<file path="config.mk">
export PLATFORM = sky130hd
export DESIGN_NAME = if_id_pipe_reg_flat
export DESIGN_NICKNAME = d
export VERILOG_FILES = /design/src/rtl/if_id_pipe_reg_pkg.sv /design/src/rtl/if_id_pipe_reg_if.sv /design/src/rtl/if_id_pipe_reg_skid_buf.sv /design/src/rtl/if_id_pipe_reg.sv /design/src/flat_wrapper.sv
export SDC_FILE = /design/constraint.sdc
export NUM_CORES = 1
export LEC_CHECK = 0
export ABC_AREA = 1
export CAP_MARGIN = 20
export CORE_UTILIZATION = 30
export DETAILED_ROUTE_END_ITERATION = 8
export PLACE_DENSITY = 0.56
export SYNTH_ARGS = -nofsm -noshare
export SYNTH_HDL_FRONTEND = slang
export SYNTH_SLANG_ARGS = --single-unit
</file>
<file path="constraint.sdc">
create_clock -name CLOCK -period 1.85 [get_ports CLOCK]
set_input_delay 0.185 -clock CLOCK [delete_from_list [all_inputs] [get_ports CLOCK]]
set_output_delay 0.185 -clock CLOCK [all_outputs]
set_load 0.005 [all_outputs]
</file>
<file path="src/rtl/if_id_pipe_reg_pkg.sv">
// Shared pipeline-register definitions: occupancy encoding and default bubble payload,
// reused by every inter-stage register (IF/ID, ID/EX, EX/MEM, MEM/WB).
package if_id_pipe_reg_pkg;

    localparam int PIPE_DATA_W_DEFAULT = 64;
    localparam int PIPE_CNT_W_DEFAULT  = 16;

    localparam logic [PIPE_DATA_W_DEFAULT-1:0] PIPE_NOP_DEFAULT = '0;

    typedef enum logic [1:0] {
        OCC_EMPTY = 2'd0,
        OCC_ONE   = 2'd1,
        OCC_TWO   = 2'd2
    } occ_state_e;

endpackage

</file>
<file path="src/rtl/if_id_pipe_reg_if.sv">
// Handshake bundle between fetch, the IF/ID register and decode.
// slave = the pipeline register's view, master = the surrounding stages' view.
interface if_id_pipe_reg_if
    import if_id_pipe_reg_pkg::*;
#(
    parameter int DATA_W = PIPE_DATA_W_DEFAULT,
    parameter int CNT_W  = PIPE_CNT_W_DEFAULT
);
    logic              flush;
    logic              in_valid;
    logic [DATA_W-1:0] in_data;
    logic              in_ready;
    logic              out_valid;
    logic [DATA_W-1:0] out_data;
    logic              out_ready;
    logic [CNT_W-1:0]  bubble_cnt;

    modport slave (
        input  flush, in_valid, in_data, out_ready,
        output in_ready, out_valid, out_data, bubble_cnt
    );

    modport master (
        output flush, in_valid, in_data, out_ready,
        input  in_ready, out_valid, out_data, bubble_cnt
    );
endinterface

</file>
<file path="src/rtl/if_id_pipe_reg_skid_buf.sv">
// Two-entry main+skid buffer with EMPTY/ONE/TWO occupancy; 1-cycle latency from empty.
// in_ready depends only on registered state, so a stall never reaches upstream combinationally.
module pipe_skid_buf
    import if_id_pipe_reg_pkg::*;
#(
    parameter int                 DATA_W    = PIPE_DATA_W_DEFAULT,
    parameter logic [DATA_W-1:0]  NOP_VALUE = DATA_W'(PIPE_NOP_DEFAULT)
) (
    input  logic              CLOCK,
    input  logic              RESET,
    input  logic              clr_i,
    input  logic              in_valid_i,
    input  logic [DATA_W-1:0] in_data_i,
    output logic              in_ready_o,
    output logic              out_valid_o,
    output logic [DATA_W-1:0] out_data_o,
    input  logic              out_ready_i
);

    occ_state_e        state_q, state_d;
    logic [DATA_W-1:0] main_q, main_d;
    logic [DATA_W-1:0] skid_q, skid_d;
    logic              accept, pop;

    assign in_ready_o  = (state_q != OCC_TWO);
    assign out_valid_o = (state_q != OCC_EMPTY);
    assign out_data_o  = out_valid_o ? main_q : NOP_VALUE;

    assign accept = in_valid_i & in_ready_o;
    assign pop    = out_valid_o & out_ready_i;

    always_comb begin
        state_d = state_q;
        main_d  = main_q;
        skid_d  = skid_q;
        if (clr_i) begin
            state_d = OCC_EMPTY;
            main_d  = NOP_VALUE;
            skid_d  = NOP_VALUE;
        end else begin
            case (state_q)
                OCC_EMPTY: begin
                    if (accept) begin
                        state_d = OCC_ONE;
                        main_d  = in_data_i;
                    end
                end
                OCC_ONE: begin
                    if (accept && pop) begin
                        main_d = in_data_i;
                    end else if (accept) begin
                        state_d = OCC_TWO;
                        skid_d  = in_data_i;
                    end else if (pop) begin
                        state_d = OCC_EMPTY;
                    end
                end
                OCC_TWO: begin
                    // Older entry leaves from main; the skid entry moves up behind it.
                    if (pop) begin
                        state_d = OCC_ONE;
                        main_d  = skid_q;
                    end
                end
                default: begin
                    state_d = OCC_EMPTY;
                end
            endcase
        end
    end

    always_ff @(posedge CLOCK) begin
        if (RESET) begin
            state_q <= OCC_EMPTY;
            main_q  <= NOP_VALUE;
            skid_q  <= NOP_VALUE;
        end else begin
            state_q <= state_d;
            main_q  <= main_d;
            skid_q  <= skid_d;
        end
    end

endmodule

</file>
<file path="src/rtl/if_id_pipe_reg.sv">
// IF/ID pipeline register: skid-buffered, 1-cycle latency, in_ready never depends on out_ready.
// Flush drops held and incoming entries; bubble_cnt counts saturating decode-starved cycles.
module if_id_pipe_reg
    import if_id_pipe_reg_pkg::*;
#(
    parameter int                DATA_W    = PIPE_DATA_W_DEFAULT,
    parameter logic [DATA_W-1:0] NOP_VALUE = DATA_W'(PIPE_NOP_DEFAULT),
    parameter int                CNT_W     = PIPE_CNT_W_DEFAULT
) (
    input  logic             CLOCK,
    input  logic             RESET,
    if_id_pipe_reg_if.slave  bus
);

    localparam logic [CNT_W-1:0] CNT_MAX = '1;

    logic              buf_in_valid;
    logic              in_rdy;
    logic              out_vld;
    logic [DATA_W-1:0] out_dat;
    logic [CNT_W-1:0]  bubble_cnt_q, bubble_cnt_d;

    // A redirect kills the fetch arriving in the same cycle as well as everything held.
    assign buf_in_valid = bus.in_valid & ~bus.flush;

    pipe_skid_buf #(
        .DATA_W    (DATA_W),
        .NOP_VALUE (NOP_VALUE)
    ) u_skid (
        .CLOCK       (CLOCK),
        .RESET       (RESET),
        .clr_i       (bus.flush),
        .in_valid_i  (buf_in_valid),
        .in_data_i   (bus.in_data),
        .in_ready_o  (in_rdy),
        .out_valid_o (out_vld),
        .out_data_o  (out_dat),
        .out_ready_i (bus.out_ready)
    );

    assign bus.in_ready   = in_rdy;
    assign bus.out_valid  = out_vld;
    assign bus.out_data   = out_dat;
    assign bus.bubble_cnt = bubble_cnt_q;

    always_comb begin
        bubble_cnt_d = bubble_cnt_q;
        if (bus.out_ready && !out_vld && (bubble_cnt_q != CNT_MAX)) begin
            bubble_cnt_d = bubble_cnt_q + CNT_W'(1);
        end
    end

    always_ff @(posedge CLOCK) begin
        if (RESET) begin
            bubble_cnt_q <= '0;
        end else begin
            bubble_cnt_q <= bubble_cnt_d;
        end
    end

endmodule

</file>
<file path="src/flat_wrapper.sv">
// flat-port wrapper written by rule: the top's interface ports become plain ports
module if_id_pipe_reg_flat import if_id_pipe_reg_pkg::*;
#(
    parameter int                DATA_W    = PIPE_DATA_W_DEFAULT,
    parameter logic [DATA_W-1:0] NOP_VALUE = DATA_W'(PIPE_NOP_DEFAULT),
    parameter int                CNT_W     = PIPE_CNT_W_DEFAULT
)
  (CLOCK, RESET, bus_flush, bus_in_valid, bus_in_data, bus_out_ready, bus_in_ready, bus_out_valid, bus_out_data, bus_bubble_cnt);
  if_id_pipe_reg_if #(.DATA_W(DATA_W), .CNT_W(CNT_W)) bus_i ();
  input  logic CLOCK;
  input  logic RESET;
  input wire logic [$bits(bus_i.flush)-1:0] bus_flush;
  input wire logic [$bits(bus_i.in_valid)-1:0] bus_in_valid;
  input wire logic [$bits(bus_i.in_data)-1:0] bus_in_data;
  input wire logic [$bits(bus_i.out_ready)-1:0] bus_out_ready;
  output wire logic [$bits(bus_i.in_ready)-1:0] bus_in_ready;
  output wire logic [$bits(bus_i.out_valid)-1:0] bus_out_valid;
  output wire logic [$bits(bus_i.out_data)-1:0] bus_out_data;
  output wire logic [$bits(bus_i.bubble_cnt)-1:0] bus_bubble_cnt;
  assign bus_i.flush = bus_flush;
  assign bus_i.in_valid = bus_in_valid;
  assign bus_i.in_data = bus_in_data;
  assign bus_i.out_ready = bus_out_ready;
  assign bus_in_ready = bus_i.in_ready;
  assign bus_out_valid = bus_i.out_valid;
  assign bus_out_data = bus_i.out_data;
  assign bus_bubble_cnt = bus_i.bubble_cnt;
  if_id_pipe_reg #(.DATA_W(DATA_W), .NOP_VALUE(NOP_VALUE), .CNT_W(CNT_W)) u_core (.CLOCK(CLOCK), .RESET(RESET), .bus(bus_i));
endmodule
</file>
==> reports/metrics.cfg <==
[cts]
clk_latency_ns = 0.42
cts_tree = done
ctsHoldBuffers = 0
clockBufferDepth = 2
cts_root_buffer = clkbuf_16
path_clk_slew_ns = 0.06
cts_made_buffers = 17
cts_sinks = 146
cts_max_level = 4

[job]
drv_cap = 0

[sta]
rsz0062_at_grt = yes
slew_headroom = 0.640
hold_slack_ns = 0.384
final_hold_viol_count = 0
tightest_slew_ns = 0.539
final.setup.worst_slack_ns = 0.0631
setup_tns_ns = 0
finalCriticalPeriod_ns = 1.79
skew_ns = 0.00805
fmax_ghz = 0.560
drv_slew = 0
setup_viol = 0
period_share = 0.966

[global_route]
grt_pass1_vias = 6324
antenna_found_initial = 0
grt.total_usage = 0.160
overflow = 0
grtUsageMet2 = 0.270
grt_max_degree = 71
grt_pass1_wl_um = 31000
busiest_layer = met2
use_met1 = 0.206
grt_util_met3 = 0.0363

[layout]
area_growth_pct = 37.1
diodes = 0
drive_gt1_frac = 0.0659
fin_area_mm2 = 0.00984
fin_util = 0.419
layout.cells.non_filler = 1640
layout_commonest_cell = nor2_1
layout.nets = 1378
layout_common_cells = 277 x nor2_1, 263 x nand2_1, 188 x inv_1

[logic_synthesis]
syn-num-nets = 1237
syn_avg_cell_area_um2 = 6.15
syn-cell-area_mm2 = 0.00717
netlist_instances = 1167
synth_top_area_share = 0.407
synthTopCellsByArea = dfxtp_1 41%, nor2_1 15%, nand2_1 14%, inv_1 9.8%, o21ai_0 6.5%
ys_warn_count = 0
ys_types = 23
ys_seq_area_frac = 0.407
synth-seq-cells = 146
synth_top_area_cell = dfxtp_1

[route]
drt_pass1_iterations = 4
first_iter_violations = 320
drt.antenna.violating_nets = 0
routed_wl_um = 19200
vias_per_cell = 4.24
wire_per_inst_um = 11.7
vias = 6951
post-route-drc-count = 0

[worst_hold_path]
min_path_type = in2reg

[power]
p_leak_nw = 4.60
power.density_mw_per_mm2 = 762
ir_drop_uv = 496
power_mw = 7.50

[critical_path]
critPathKind = reg2out
cp-start-kind = flop
endpoint_kind = output port
critPathMaxStageDelay_ns = 0.44
crit_chain = nor2_4, buf_12, nor2_1, clkdlybuf4s50_1
critPathRequiredTime_ns = 1.66
crit_arrival_ns = 1.60
cpMaxStageDelayCell = clkdlybuf4s50_1
crit_fanout = 25

[place]
routabilityCongestion = 0.784
hpwl_um = 12400
port_buffers = 150
post-place-ws_ns = -0.106
place_inst = 1601
post_dp_cell_area_mm2 = 0.00912

[floorplanning]
num_rows = 56
die_w_um = 157
start_util = 0.306
core_area_mm2 = 0.0235
io_pins = 151
die_y_um = 157
die_area_mm2 = 0.0245

[run_status]
status = completed

cells in the mapped netlist:
library cell / n
nand4_1: 2
buf_2: 17
nor2_1: 282
o21ai_0: 93
nand2_2: 1
buf_6: 7
nor2_4: 1
a21oi_1: 53
nor2_2: 3
inv_1: 188
clkbuf_2: 1
clkbuf_1: 27
nand2_1: 264
nand4_2: 1
inv_2: 2
nand3_1: 50
nor3_1: 1
ha_1: 1
buf_4: 10
o21ai_1: 11
a21oi_2: 1
dfxtp_1: 146
buf_1: 5
routing by layer:
metal / vias to the layer above / part of all wire / wire, um
li1: 3770 / - / -
met1: 3065 / 0.49 / 9470
met2: 108 / 0.46 / 8910
met3: 8 / 0.034 / 646
met4: 0 / 0.0067 / 129
met5: - / 0 / 0
report_power, final:
group          internal (mW)  switching, mW
sequential              3.21         0.0386
clock                   2.00           1.45
combinational          0.377          0.416
total                   5.60           1.90
registers in the layout, indices dropped and copies added, names as in the netlist:
signal and flops:
u_core.u_skid.state_q 2, u_core.bus.bubble_cnt 16, u_core.u_skid.skid_q 64, u_core.u_skid.main_q 64
critical path, delay by kind of cell (launching register included):
family / cells / cell delay, ns
simple gates: 2 / 0.19
flops: 1 / 0.36
buf+inv: 2 / 0.62
cell type report:
class | instances | area [um^2]
Clock buffer | 18 | 429
Clock inverter | 14 | 155
Fill cell | 2537 | 13600
Inverter | 190 | 714
Multi-Input combinational cell | 764 | 3210
Sequential cell | 146 | 2930
Tap cell | 319 | 399
Timing Repair Buffer | 189 | 2000
kinds of logic (layout without fill, tap and decap cells):
| logic type | Yosys count | count (layout) | synth area share |
|---|---|---|---|
| adders and majority gates | 1 | 1 | 0.00174 |
| AOI/OAI and AO/OA | 158 | 158 | 0.111 |
| DFF | 146 | 146 | 0.407 |
| buffers and inverters | 257 | 411 | 0.150 |
| and+or+nand+nor | 605 | 605 | 0.330 |
path summary, 6_finish.rpt:
check                      startpoint                       end  slack [ns]  depth (start not counted)
max          u_core.u_skid.state_q[1]          bus_out_data[12]        0.06                          4
min                   bus_in_data[61]  u_core.u_skid.skid_q[61]        0.38                          3
max reg2reg  u_core.u_skid.state_q[0]  u_core.u_skid.main_q[23]        0.14                         10
min reg2reg  u_core.u_skid.skid_q[46]  u_core.u_skid.skid_q[46]        0.44                          2
timing repair:
action | CTS | global route
pin swaps | 0 | 2
cloned | 1 | 1
setup buffers | 3 | 3
endpoints found under the setup margin | 65 | 39
gates resized for setup | 47 | 19
Power figures use the tool's default switching activity.
